<file path="config.mk">
export PLATFORM = sky130hd
export DESIGN_NAME = cp0_regs
export DESIGN_NICKNAME = d
export VERILOG_FILES = /design/src/rtl/cp0_regs.sv
export SDC_FILE = /design/constraint.sdc
export NUM_CORES = 1
export LEC_CHECK = 0
export ABC_AREA = 1
export CORE_ASPECT_RATIO = 1.5
export CORE_MARGIN = 4
export CORE_UTILIZATION = 45
export DETAILED_ROUTE_END_ITERATION = 8
export PLACE_DENSITY = 0.88
export SLEW_MARGIN = 20
export SYNTH_ARGS = -nofsm -noshare
export SYNTH_HDL_FRONTEND = slang
export SYNTH_SLANG_ARGS = --single-unit
</file>
<file path="constraint.sdc">
create_clock -name clock -period 3.4 [get_ports clock]
set_input_delay 0.85 -clock clock [delete_from_list [all_inputs] [get_ports clock]]
set_output_delay 0.85 -clock clock [all_outputs]
set_load 0.01 [all_outputs]
</file>
<file path="src/rtl/cp0_regs.sv">
// MIPS CP0 subset: Status, Cause, EPC, BadVAddr and optional Count/Compare timer.
// Define CP0_TIMER_INT_EN to build the Count/Compare timer and its TI interrupt.
module cp0_regs (
    input  logic        clock,
    input  logic        reset,
    input  logic        pipe5_valid,
    input  logic [5:0]  ex,
    input  logic        inst_ERET,
    input  logic [31:0] pc_wb,
    input  logic        in_delay_slot,
    input  logic [31:0] badvaddr_in,
    input  logic        mtc0_we,
    input  logic [4:0]  cp0_addr,
    input  logic [31:0] wdata,
    input  logic [5:0]  hw_int,
    output logic [31:0] rdata,
    output logic [31:0] cp0_value,
    output logic        int_pending,
    output logic        status_exl
);

    localparam logic [4:0] ADDR_BADVADDR = 5'd8;
    localparam logic [4:0] ADDR_COUNT    = 5'd9;
    localparam logic [4:0] ADDR_COMPARE  = 5'd11;
    localparam logic [4:0] ADDR_STATUS   = 5'd12;
    localparam logic [4:0] ADDR_CAUSE    = 5'd13;
    localparam logic [4:0] ADDR_EPC      = 5'd14;

    localparam logic [4:0] CODE_INT  = 5'h00;
    localparam logic [4:0] CODE_ADEL = 5'h04;
    localparam logic [4:0] CODE_ADES = 5'h05;
    localparam logic [4:0] CODE_RI   = 5'h0a;
    localparam logic [4:0] CODE_OV   = 5'h0c;
    localparam logic [4:0] CODE_SYS  = 5'h08;

    logic        ex_commit;
    logic        eret_commit;
    logic        mtc0_commit;
    logic [4:0]  exc_code_sel;
    logic        exc_is_addr;

    logic [7:0]  status_im_reg;
    logic        status_exl_reg;
    logic        status_ie_reg;
    logic        cause_bd_reg;
    logic [1:0]  cause_ip_sw_reg;
    logic [4:0]  cause_exc_reg;
    logic [31:0] epc_reg;
    logic [31:0] badvaddr_reg;

    logic        cause_ti;
    logic [31:0] count_val;
    logic [31:0] compare_val;
    logic [7:0]  cause_ip;
    logic [31:0] status_val;
    logic [31:0] cause_val;

    assign ex_commit   = pipe5_valid & (|ex);
    assign eret_commit = pipe5_valid & inst_ERET & ~(|ex);
    assign mtc0_commit = pipe5_valid & mtc0_we & ~(|ex);

    // Lowest bit index wins; only AdEL/AdES capture the faulting address.
    always_comb begin
        exc_code_sel = CODE_INT;
        exc_is_addr  = 1'b0;
        if (ex[0]) begin
            exc_code_sel = CODE_INT;
        end else if (ex[1]) begin
            exc_code_sel = CODE_ADEL;
            exc_is_addr  = 1'b1;
        end else if (ex[2]) begin
            exc_code_sel = CODE_ADES;
            exc_is_addr  = 1'b1;
        end else if (ex[3]) begin
            exc_code_sel = CODE_RI;
        end else if (ex[4]) begin
            exc_code_sel = CODE_OV;
        end else if (ex[5]) begin
            exc_code_sel = CODE_SYS;
        end
    end

`ifdef CP0_TIMER_INT_EN
    logic [31:0] count_reg;
    logic [31:0] compare_reg;
    logic        tick_reg;
    logic        cause_ti_reg;
    logic [31:0] count_inc;
    logic        count_write;
    logic        compare_write;

    assign count_inc     = count_reg + 32'd1;
    assign count_write   = mtc0_commit && (cp0_addr == ADDR_COUNT);
    assign compare_write = mtc0_commit && (cp0_addr == ADDR_COMPARE);

    // Count advances every other cycle; a software write replaces that cycle's step.
    always_ff @(posedge clock or posedge reset) begin
        if (reset) begin
            count_reg    <= '0;
            compare_reg  <= '0;
            tick_reg     <= 1'b0;
            cause_ti_reg <= 1'b0;
        end else begin
            tick_reg <= ~tick_reg;
            if (count_write) begin
                count_reg <= wdata;
            end else if (tick_reg) begin
                count_reg <= count_inc;
            end
            if (compare_write) begin
                compare_reg  <= wdata;
                cause_ti_reg <= 1'b0;
            end else if (tick_reg && !count_write && (count_inc == compare_reg)) begin
                cause_ti_reg <= 1'b1;
            end
        end
    end

    assign cause_ti    = cause_ti_reg;
    assign count_val   = count_reg;
    assign compare_val = compare_reg;
`else
    assign cause_ti    = 1'b0;
    assign count_val   = '0;
    assign compare_val = '0;
`endif

    // Exception updates are placed after MTC0 updates so they win on shared fields.
    always_ff @(posedge clock or posedge reset) begin
        if (reset) begin
            status_im_reg   <= '0;
            status_exl_reg  <= 1'b0;
            status_ie_reg   <= 1'b0;
            cause_bd_reg    <= 1'b0;
            cause_ip_sw_reg <= '0;
            cause_exc_reg   <= '0;
            epc_reg         <= '0;
            badvaddr_reg    <= '0;
        end else begin
            if (mtc0_commit) begin
                case (cp0_addr)
                    ADDR_STATUS: begin
                        status_im_reg  <= wdata[15:8];
                        status_exl_reg <= wdata[1];
                        status_ie_reg  <= wdata[0];
                    end
                    ADDR_CAUSE: cause_ip_sw_reg <= wdata[9:8];
                    ADDR_EPC:   epc_reg         <= wdata;
                    default: ;
                endcase
            end
            if (eret_commit) begin
                status_exl_reg <= 1'b0;
            end
            if (ex_commit) begin
                status_exl_reg <= 1'b1;
                cause_exc_reg  <= exc_code_sel;
                if (!status_exl_reg) begin
                    epc_reg      <= in_delay_slot ? (pc_wb - 32'd4) : pc_wb;
                    cause_bd_reg <= in_delay_slot;
                end
                if (exc_is_addr) begin
                    badvaddr_reg <= badvaddr_in;
                end
            end
        end
    end

    assign cause_ip   = {hw_int[5] | cause_ti, hw_int[4:0], cause_ip_sw_reg};
    assign status_val = {9'b0, 1'b1, 6'b0, status_im_reg, 6'b0, status_exl_reg, status_ie_reg};
    assign cause_val  = {cause_bd_reg, cause_ti, 14'b0, cause_ip, 1'b0, cause_exc_reg, 2'b0};

    always_comb begin
        rdata = '0;
        case (cp0_addr)
            ADDR_BADVADDR: rdata = badvaddr_reg;
            ADDR_COUNT:    rdata = count_val;
            ADDR_COMPARE:  rdata = compare_val;
            ADDR_STATUS:   rdata = status_val;
            ADDR_CAUSE:    rdata = cause_val;
            ADDR_EPC:      rdata = epc_reg;
            default:       rdata = '0;
        endcase
    end

    assign cp0_value   = epc_reg;
    assign status_exl  = status_exl_reg;
    assign int_pending = status_ie_reg & ~status_exl_reg & (|(cause_ip & status_im_reg));

endmodule

</file>
==> out/summary.txt <==
Status = complete, no violations
CTS Sinks = 81
Clk root buf = clkbuf_16
Syn nets = 786
Cell Area, Synth = 4870 sq um
Endpoints failing setup = 0
Chip height = 135 microns
FP Rows = 46
Die Area = 12,600 sq um
Clock Latency Late Sink = 0.34 ns
Grt met1 use = 0.321
FILL cells = 913
Pwr/cell area = 403 nW/um^2
# port buffers = 184
Slew HR = 0.575
Worst hold slack = 0.493 ns
Leakage = 0.00345 uW
Worst Path Required = 2.55 ns
Sw frac = 0.269
Unique masters post-synth = 34
Critical Path Sink Type = output port
Final worst path period share = 0.981
Register share of total power = 0.396
Busiest grt layer = met2
Peak supply drop = 0.000276 V
Number of CTS-inserted buffers = 9
Clock slew at reported path FFs = 0.06 ns
Antenna-violating nets left = 0
Fin area = 7290 sq um
Vias per cell = 5.24
Ys flop type = dfrtp_1
#FFs+latches synth = 81
GPL Wtd Cong = 0.936
Highest clock rate = 300 MHz
Worst-path fanout max = 12
Routed len/inst = 16.8 microns
Comb power frac = 0.214
Share of flip-flops with an asynchronous set or reset = 1.00
DP HPWL = 13.2 mm
Initial antenna violation count = 0
Crit Path Class = in2out
Area after DPL = 6960 sq um
Max-Cap Viols = 0
Die Width = 92.9 microns
H-tree depth = 3
Router iterations before antenna repair = 5
Gr usage total = 0.275
# hold bufs at CTS = 0
Mapped Avg Cell Area = 7.31 sq um
Warnings, synthesis = 0
Hold Fails Final Rpt = 0
Crit start category = input port
Register area share after synthesis = 0.417
Worst Hold Class = reg2reg
Worst reg-to-reg setup slack = 2.04 ns
Setup TNS = 0 ns
Worst-Margin Slew = 0.637 ns
Synth top area share = 0.417
Top Ports = 185
Power Internal = 2150 uW
Nets = 978
CTS tree = yes
Synth-to-layout area growth = 49.8%
Net load switching power = 791 uW
Vias in the first global route = 5,192
Tmin final = 3.33 ns
Slew Limit Fails = 0
Core area = 10,600 sq um
Met3 Resource Use GR = 0.0489
Met2 usage = 0.489
First-pass GRT wire length = 26.8 mm
# diodes = 0
Layout cells sized above 1 = 0.103
Post-Syn Instances = 666
Maximum root-to-sink buffer count = 2
Yosys top cell by area = dfrtp_1
Synth area leaders = dfrtp_1 42%, nand2_1 12%, inv_1 7.6%
Final Skew = 0.00623 ns
RSZ-0062 raised after global routing = no
Clk network pwr share = 0.391
Initial Util = 0.459
EDFF count, synth = 0
Largest net degree at the start of global routing = 50
DRC viols = 0
1st-iter DRT viols = 372
WL final = 17.0 mm
DR vias = 5,279
GRT Residual Overflow = 0
Worst EP arrival = 2.48 ns
-- repair_timing --
| action | in CTS | in global routing |
|---|---|---|
| resized for setup | 37 | 12 |
| cloned | 0 | 0 |
| setup buffers | 1 | 0 |
| setup endpoints to repair | 32 | 6 |
-- power by group through the flow --
| stage | clock, uW | sequential [uW] | combinational, uW |
|---|---|---|---|
| after CTS | 1160 | 1160 | 630 |
| after global routing | 1210 | 1170 | 686 |
| after detailed placement | 0 | 1180 | 630 |
| after floorplan | 0 | 1180 | 239 |
| final | 1150 | 1160 | 628 |
| after global placement | 0 | 1170 | 617 |
-- per-stage QoR --
step	util	instances	setup WS (ns)	total power, uW
3_3_place_gp	0.657	990	-0.136	1790
4_1_cts	0.689	1007	0.114	2950
2_1_floorplan	-	666	0.470	1420
3_5_place_dp	0.657	990	-0.182	1810
5_1_grt	0.688	1007	0.00773	3070
6_report	0.688	1007	0.0662	2940
-- synthesized netlist by cell type, types with 2 or more instances --
cell type	n
nand3_1	34
o221ai_1	6
nor2_2	10
buf_6	3
o22ai_1	7
nor2_4	3
buf_2	16
dfrtp_1	81
nand2_1	153
o2111ai_1	6
xor2_1	2
o211ai_1	3
mux2_4	2
clkbuf_1	6
nand2_2	4
a21oi_1	43
inv_1	99
nor3_1	3
a221oi_1	2
o21ai_1	21
a22o_1	3
o21ai_0	48
inv_2	2
nor2_1	72
mux2_2	20
nand4_1	9
-- layer usage --
layer	vias up	wire, microns
li1	2550	-
met1	2446	6380
met2	240	8850
met3	43	1010
met4	0	729
met5	-	0
-- kinds of logic after synthesis --
| kind of cell | synth area share |
|---|---|
| AOI/OAI and AO/OA | 0.163 |
| buffers and inverters | 0.107 |
| and+or+nand+nor | 0.256 |
| xor gates and xnor gates | 0.00360 |
| DFF | 0.417 |
| muxes | 0.0525 |
| adders and majority gates | 0.00257 |
-- worst max-delay path: stages --
cell             delay [ns]
clkdlybuf4s50_1        0.48
inv_1                  0.06
nor2_2                 0.12
nand2_2                0.11
nor2_1                 0.20
buf_6                  0.19
nand2_1                0.06
o2111ai_1              0.08
dlygate4sd2_1          0.33
-- cells in the final DEF (no fill, tap or decap), types with 2 or more instances in the layout --
cell type        instances
dlygate4sd2_1           26
o22ai_1                  7
clkbuf_16                9
nor2_4                   4
o21ai_0                 48
nand2_1                151
buf_4                   16
clkdlybuf4s15_1          2
buf_12                   4
clkbuf_2                 4
nand2_2                  6
nand3_1                 34
buf_6                    2
inv_1                   98
nand4_1                  9
nor3_1                   3
clkdlybuf4s50_1        152
mux2_4                   2
o221ai_1                 6
a21oi_1                 43
xor2_1                   2
a22o_1                   3
nor2_2                  10
o2111ai_1                6
dfrtp_1                 81
o21ai_1                 21
bufinv_16                3
nor2_1                  71
a221oi_1                 2
mux2_2                  20
o211ai_1                 3
-- final cells by class --
cell class                      count  area (sq um)  area share
Sequential cell                    81          2030       0.278
Clock buffer                        9           225      0.0309
Clock inverter                      7           126      0.0173
Inverter                          102           387      0.0530
Timing Repair Buffer              206          2010       0.276
Tap cell                          144           180      0.0247
Multi-Input combinational cell    458          2330       0.320
-- path summary, 6_finish.rpt --
check,from,endpoint,cells after the start
min in group asynchronous,reset,badvaddr_reg[27],2
max,cp0_addr[3],rdata[8],9
max in group asynchronous,reset,status_im_reg[5],3
max reg2reg,status_exl,cp0_value[3],5
min reg2reg,cause_bd_reg,cause_bd_reg,2
min,cause_bd_reg,cause_bd_reg,2
No activity file was read; power rests on OpenSTA's default activity.
